`config.mk`:
```
export PLATFORM = sky130hd
export DESIGN_NAME = hzd
export DESIGN_NICKNAME = d
export VERILOG_FILES = /design/src/rtl/ecap5_dproc_pkg.sv /design/src/rtl/hzd_counter.sv /design/src/rtl/hzd.sv
export SDC_FILE = /design/constraint.sdc
export NUM_CORES = 1
export LEC_CHECK = 0
export CORE_ASPECT_RATIO = 1.25
export CORE_MARGIN = 8
export CORE_UTILIZATION = 30
export CTS_CLUSTER_DIAMETER = 200
export DETAILED_ROUTE_END_ITERATION = 10
export DONT_BUFFER_PORTS = 1
export PLACE_DENSITY = 0.48
export SLEW_MARGIN = 25
export SYNTH_ARGS = -nofsm -noshare
export SYNTH_HDL_FRONTEND = slang
export SYNTH_HIERARCHICAL = 1
export SYNTH_SLANG_ARGS = --single-unit
export TNS_END_PERCENT = 10
```
`constraint.sdc`:
```
create_clock -name clk_i -period 5.67 [get_ports clk_i]
set_clock_uncertainty 0.1 [all_clocks]
set_input_delay 1.4175 -clock clk_i [delete_from_list [all_inputs] [get_ports clk_i]]
set_output_delay 1.4175 -clock clk_i [all_outputs]
set_load 0.1 [all_outputs]
```
`src/rtl/ecap5_dproc_pkg.sv`:
```
// Shared types and sizes for the execute-stage hazard/flush controller.
package ecap5_dproc_pkg;

    localparam int NB_REGS = 32;
    localparam int REG_AW  = $clog2(NB_REGS);

    typedef enum logic {HZD_IDLE, HZD_FLUSH} hzd_state_t;

endpackage

```
`src/rtl/hzd_counter.sv`:
```
// Pending-write counter for one architectural register.
// A writeback on an empty counter is dropped so the count never underflows.
module hzd_counter #(
    parameter int W = 2
) (
    input  logic clk_i,
    input  logic rst_i,
    input  logic i_inc,
    input  logic i_dec,
    output logic o_zero,
    output logic o_max
);

    logic [W-1:0] r_cnt;
    logic         w_dec;

    assign w_dec = i_dec & (r_cnt != '0);

    always_ff @(posedge clk_i or negedge rst_i) begin
        if (!rst_i) begin
            r_cnt <= '0;
        end else if (i_inc & !w_dec) begin
            r_cnt <= r_cnt + 1'b1;
        end else if (w_dec & !i_inc) begin
            r_cnt <= r_cnt - 1'b1;
        end
    end

    assign o_zero = (r_cnt == '0);
    assign o_max  = &r_cnt;

endmodule

```
`src/rtl/hzd.sv`:
```
// Hazard and flush controller beside the dec->exm->wbm pipeline: tracks in-flight
// register writes to stall decode on RAW hazards, and flushes ifm/dec on taken branches.
//
//   state     | meaning
//   ----------+-----------------------------------------------------------
//   HZD_IDLE  | normal operation, scoreboard tracks issues, stall allowed
//   HZD_FLUSH | front-end being discarded, issues ignored, stall forced 0
module hzd
    import ecap5_dproc_pkg::*;
#(
    parameter int FLUSH_CYCLES = 2,
    parameter int PENDING_W    = 2
) (
    input  logic              clk_i,
    input  logic              rst_i,
    input  logic              issue_valid_i,
    input  logic              issue_ready_i,
    input  logic              issue_write_i,
    input  logic [REG_AW-1:0] issue_addr_i,
    input  logic              rs1_used_i,
    input  logic [REG_AW-1:0] rs1_addr_i,
    input  logic              rs2_used_i,
    input  logic [REG_AW-1:0] rs2_addr_i,
    input  logic              wb_write_i,
    input  logic [REG_AW-1:0] wb_addr_i,
    input  logic              branch_valid_i,
    input  logic              branch_i,
    output logic              stall_o,
    output logic              flush_o
);

    localparam int FCW = (FLUSH_CYCLES > 1) ? $clog2(FLUSH_CYCLES) : 1;
    localparam logic [FCW-1:0] FLUSH_LOAD = FCW'(FLUSH_CYCLES - 1);

    hzd_state_t         r_state;
    logic [FCW-1:0]     r_flush_cnt;
    logic               r_flush;

    logic               w_issue_wr;
    logic               w_taken;
    logic [NB_REGS-1:0] w_zero;
    logic [NB_REGS-1:0] w_max;

    assign w_issue_wr = issue_valid_i & issue_ready_i & issue_write_i & (r_state == HZD_IDLE);
    assign w_taken    = branch_valid_i & branch_i;

    // x0 is hardwired: always empty, never full, so it can never raise a hazard.
    assign w_zero[0] = 1'b1;
    assign w_max[0]  = 1'b0;

    for (genvar r = 1; r < NB_REGS; r++) begin : g_cnt
        hzd_counter #(
            .W (PENDING_W)
        ) u_cnt (
            .clk_i  (clk_i),
            .rst_i  (rst_i),
            .i_inc  (w_issue_wr & (issue_addr_i == REG_AW'(r))),
            .i_dec  (wb_write_i & (wb_addr_i == REG_AW'(r))),
            .o_zero (w_zero[r]),
            .o_max  (w_max[r])
        );
    end

    // Counter state is used as-is: a same-cycle writeback does not bypass to decode.
    assign stall_o = (r_state == HZD_IDLE) &
                     ((rs1_used_i & !w_zero[rs1_addr_i]) |
                      (rs2_used_i & !w_zero[rs2_addr_i]) |
                      (issue_valid_i & issue_write_i & w_max[issue_addr_i]));

    always_ff @(posedge clk_i or negedge rst_i) begin
        if (!rst_i) begin
            r_state     <= HZD_IDLE;
            r_flush_cnt <= '0;
            r_flush     <= 1'b0;
        end else begin
            case (r_state)
                HZD_IDLE: begin
                    if (w_taken) begin
                        r_state     <= HZD_FLUSH;
                        r_flush_cnt <= FLUSH_LOAD;
                        r_flush     <= 1'b1;
                    end
                end
                HZD_FLUSH: begin
                    if (w_taken) begin
                        r_flush_cnt <= FLUSH_LOAD;
                    end else if (r_flush_cnt == '0) begin
                        r_state <= HZD_IDLE;
                        r_flush <= 1'b0;
                    end else begin
                        r_flush_cnt <= r_flush_cnt - 1'b1;
                    end
                end
            endcase
        end
    end

    assign flush_o = r_flush;

endmodule

```
# Word-level counts from Yosys, hierarchy flattened
# Index checks and enable logic that the tools add are counted.
# op_classes
n_mux,79
n_reduce_logical,189
div,0
bitwise_logic,167
shifts,0
n_mul,0
eq_ne,65
magnitude_cmp,3
addsub,63
# ops
op,count
$and 1x1->1,164
$eq 5x5->1 const B,32
$mux 2,62
$reduce_bool 2->1,62
$eq 5x4->1 const B,16
$logic_not 1->1,64
$add 2x1->2 const B,31
$logic_not 2->1,31
$reduce_and 2->1,31
$sub 2x1->2 const B,31
$eq 5x3->1 const B,8
$eq 5x2->1 const B,4
$lt 5x6->1 const B,3
$bmux 1 s5,3
$mux 1,11
$eq 5x1->1 const B,2
$ne 2x2->1 const B,3
$pmux 1 s2,3
$reduce_and 3->1,1
$or 1x1->1,2
$not 1->1,1
$sub 1x1->1 const B,1
# word_totals
latchBits,0
memories,0
in_bits,30
elab_cells,600
ff_bits,65
ramBits,0
mem_bits_ro,0

# Longest topological paths before layout
# depth
ltp_word,8
depth_mapped,9
mapped_depth_nobuf,9

# Modules after synthesis
# Netlist, hierarchy kept.
# modules_own_cells
module,cells_each,n_inst,area_each_um2
hzd_counter,10,31,108.9
hzd,191,1,1442.6

# Worst setup path before layout
# Ideal clock, no wire load.
# synth_timing
path_type,input to output
from,input port rs1_addr_i[0]
to,output port stall_o
n_path_buf,1
cell_stages,6
slack_ps,730
t_arrival_ps,3422
required_time_ps,4153
path_cell_list,buf_2 mux4_2 a32o_1 a22oi_1 nand3_1 nand4_1
# synth_via
elab_chain_cells,7
# synth_rtl
item,line,rtl
"start, declared",hzd.sv:21,"input logic [REG_AW-1:0] rs1_addr_i,"
$bmux 1 s5,hzd.sv:66,((rs1_used_i & !w_zero[rs1_addr_i]) |
$mux 1 (not written as such),hzd.sv:66,
$logic_not 1->1,hzd.sv:66,
$and 1x1->1,hzd.sv:66,
$or 1x1->1,hzd.sv:66,
$or 1x1->1,hzd.sv:67,(rs2_used_i & !w_zero[rs2_addr_i]) |
$and 1x1->1,hzd.sv:65,assign stall_o = (r_state == HZD_IDLE) &
"end, declared",hzd.sv:28,"output logic stall_o,"
# Every way passes these cells. The select of a mux whose other input is x is not followed.

# Worst setup path in the final report
# layout_timing
from,input port rs2_addr_i[2]
to,output port stall_o
# layout_via
elab_chain_cells,7
# layout_rtl
item,line,rtl
"start, declared",hzd.sv:23,"input logic [REG_AW-1:0] rs2_addr_i,"
$bmux 1 s5,hzd.sv:67,
$mux 1 (not written as such),hzd.sv:67,
$logic_not 1->1,hzd.sv:67,
$and 1x1->1,hzd.sv:67,
$or 1x1->1,hzd.sv:66,
$or 1x1->1,hzd.sv:67,
$and 1x1->1,hzd.sv:65,
# Every way passes these cells. The select of a mux whose other input is x is not followed.

==> results.sh <==
export IMPL_h_tree_depth=3
export IMPL_final_area_um2=5320
export IMPL_slew_viol_final=0
export IMPL_grt_pass1_vias=3723
export IMPL_cts_tree="done"
export IMPL_synth_cell_types=43
export IMPL_drt_pass1_iter_count=4
export IMPL_port_buffers=0
export IMPL_fin_ws_ns=1.21
export IMPL_hold_buffers=0
export IMPL_tightest_slew_ns=0.953
export IMPL_cpLargestDelayFamily="simple AND/OR/NAND/NOR gates"
export IMPL_synth_area_um2=4820
export IMPL_synthToLayoutAreaGrowth_pct=10.3
export IMPL_outcome="finished clean"
export IMPL_io_pin_count=32
export IMPL_die_height_um=158
export IMPL_drv_cap=0
export IMPL_worst_path_max_delay_cell="or4b_1"
export IMPL_final_period_utilization=0.786
export IMPL_hold_viol_final=0
export IMPL_crit_arrival_ns=2.94
export IMPL_final_antenna_net_count=0
export IMPL_overflow=0
export IMPL_cp_cell_sequence="mux4_2 > nand2_1 > a21oi_1 > or4b_1 > nand4_1 > buf_4"
export IMPL_worst_path_stages=6
export IMPL_min_path_type="reg2reg"
export IMPL_hpwl_um=9700
export IMPL_gp_congestion=0.858
export IMPL_drt_met1_wl_um=5430
export IMPL_fmax_ghz=0.224
export IMPL_finalSetupViolCount=0
export IMPL_wl_met3_um=721
export IMPL_drtIter0Drc=206
export IMPL_yosysSeqAreaShare=0.338
export IMPL_n_fill_cell=1679
export IMPL_cts_root_buf="clkbuf_16"
export IMPL_post_drt_wl_per_cell_um=17.8
export IMPL_drc=0
export IMPL_dp_slack_ns=1.22
export IMPL_via_per_inst=4.93
export IMPL_die_area_um2=20400
export IMPL_worstSetupPathType="in2out"
export IMPL_drive_gt1_frac=0.154
export IMPL_syn_inst=501
export IMPL_rsz0062_at_grt="false"
export IMPL_cp_max_fo=9
export IMPL_slew_headroom=0.365
export IMPL_crit_required_ns=4.15
export IMPL_via_count=3551
export IMPL_antennaDiodeCount=0
export IMPL_fp_dieW_um=129
export IMPL_period_minus_slack_ns=4.46
export IMPL_worst_path_largest_cell_delay_ns=0.50
export IMPL_vdd_drop_max_mv=0.175
export IMPL_wl_um=12800
export IMPL_initial_utilization=0.302
export IMPL_ff2ff_path_depth=8
export IMPL_cts_setup_buffers=0
export IMPL_crit_buf_inv=1
export IMPL_final_cell_mix="119 x nor2_1, 65 x dfrtp_1, 62 x xor2_1, 33 x o21ai_0"
export IMPL_start_kind="input port"
export IMPL_mostFrequentLayoutCell="nor2_1"
export IMPL_cts_max_path_buffers=2
export IMPL_wl_met2_um=6110
export IMPL_synthesis_nets=562
export IMPL_clkSinkCount=65
export IMPL_synth_seq_cells=65
export IMPL_tns_ns=0
export IMPL_endpoint_kind="primary output"
export IMPL_nets=561
export IMPL_grt_max_degree=66
export IMPL_min_path_cells=1
export IMPL_core_rowCount=52
export IMPL_p_leak_nw=2.44
export IMPL_grt_pass1_wl_um=20500
export IMPL_grt_util_all_layers=0.134
export IMPL_clock_latency_ns=0.34
export IMPL_place_area_um2=5020
export IMPL_syn_avg_cell_area_um2=9.62
export IMPL_core_area_um2=15900
export IMPL_cellPowerDensity_nw_per_um2=390
export IMPL_antenna_found_initial=0
export IMPL_yosysWarningCount=6
export IMPL_top_layer="met4"
export IMPL_cts_resized=0
export IMPL_cts_clk_slew_worst_paths_ns=0.05
export IMPL_cts_buffers=9
synthesized netlist by cell type, drive strengths merged:
library cell	n	area, um^2
nor3b	3	22.5
a32o	1	10.0
nor2	119	447
nor3	11	55.1
nand2	19	71.3
a211o	2	20.0
nand3	9	45.0
dfrtp	65	1630
or4b	1	10.0
a21o	2	15.0
buf	8	57.6
nand2b	7	43.8
o21ai	33	165
mux2	4	45.0
nand4	3	18.8
clkbuf	5	18.8
and4	1	8.76
and2	32	239
o211ai	1	12.5
a221o	1	10.0
inv	2	7.51
xnor2	31	272
o211a	1	10.0
and3b	1	10.0
a211oi	2	15.0
a21oi	1	5.00
o31ai	1	7.51
a22oi	2	15.0
mux2i	3	30.0
or3	1	6.26
mux4	20	450
ha	31	388
nand4b	1	8.76
nor2b	10	62.6
a2bb2oi	1	8.76
and2b	2	18.8
a221oi	1	8.76
o2111ai	1	8.76
xor2	62	543
per-stage QoR:
step	power (mW)	hold slack, ns	cells	util
global placement	1.50	0.381	705	0.315
finish	2.07	0.398	721	0.333
global route	2.21	0.414	721	0.333
floorplan	1.32	0.368	501	-
CTS	2.09	0.400	721	0.333
detailed placement	1.51	0.385	705	0.315
logic make-up after synthesis:
kind of cell | after synthesis | share of synthesized area
and+or+nand+nor | 220 | 0.222
adders and majority gates | 31 | 0.0805
buffers and inverters | 15 | 0.0174
AOI/OAI and AO/OA | 50 | 0.0647
DFF | 65 | 0.338
muxes | 27 | 0.109
xor gates and xnor gates | 93 | 0.169
power by group:
group          total [mW]  internal, mW  leakage (nW)  switching (mW)
clock network       0.563         0.349         0.148           0.214
logic               0.629         0.332          1.44           0.297
registers           0.881         0.638         0.853           0.242
total                2.07          1.32          2.44           0.754
cell type report:
class	instances	area [um^2]	share of cell area
multi-input combinational	421	3110	0.585
clock buffer	10	239	0.0450
clock inverter	6	57.6	0.0108
sequential	65	1630	0.306
inverter	2	7.51	0.00141
timing repair buffer	1	7.51	0.00141
tap	216	270	0.0508
sequential cells by signal, indices dropped and copies added (netlist names):
signal / count
g_cnt.u_cnt/r_cnt: 62
flush_o: 1
r_flush_cnt: 1
r_state: 1
path summary, 6_finish.rpt:
path	from	to	slack, ns
setup / recovery	rs2_addr_i[2]	stall_o	1.21
hold / removal	g_cnt[30].u_cnt/r_cnt[1]	g_cnt[30].u_cnt/r_cnt[1]	0.40
hold reg to reg	g_cnt[30].u_cnt/r_cnt[1]	g_cnt[30].u_cnt/r_cnt[1]	0.40
min in group asynchronous	rst_i	g_cnt[5].u_cnt/r_cnt[1]	0.67
setup reg to reg	r_state	g_cnt[24].u_cnt/r_cnt[1]	3.24
max in group asynchronous	rst_i	flush_o	4.68
layer usage:
metal,track usage,vias to the layer above
li1,-,1712
met1,0.158,1749
met2,0.213,65
met3,0.0374,25
met4,0.0802,0
met5,0,-
No activity file was read; power rests on OpenSTA's default activity.
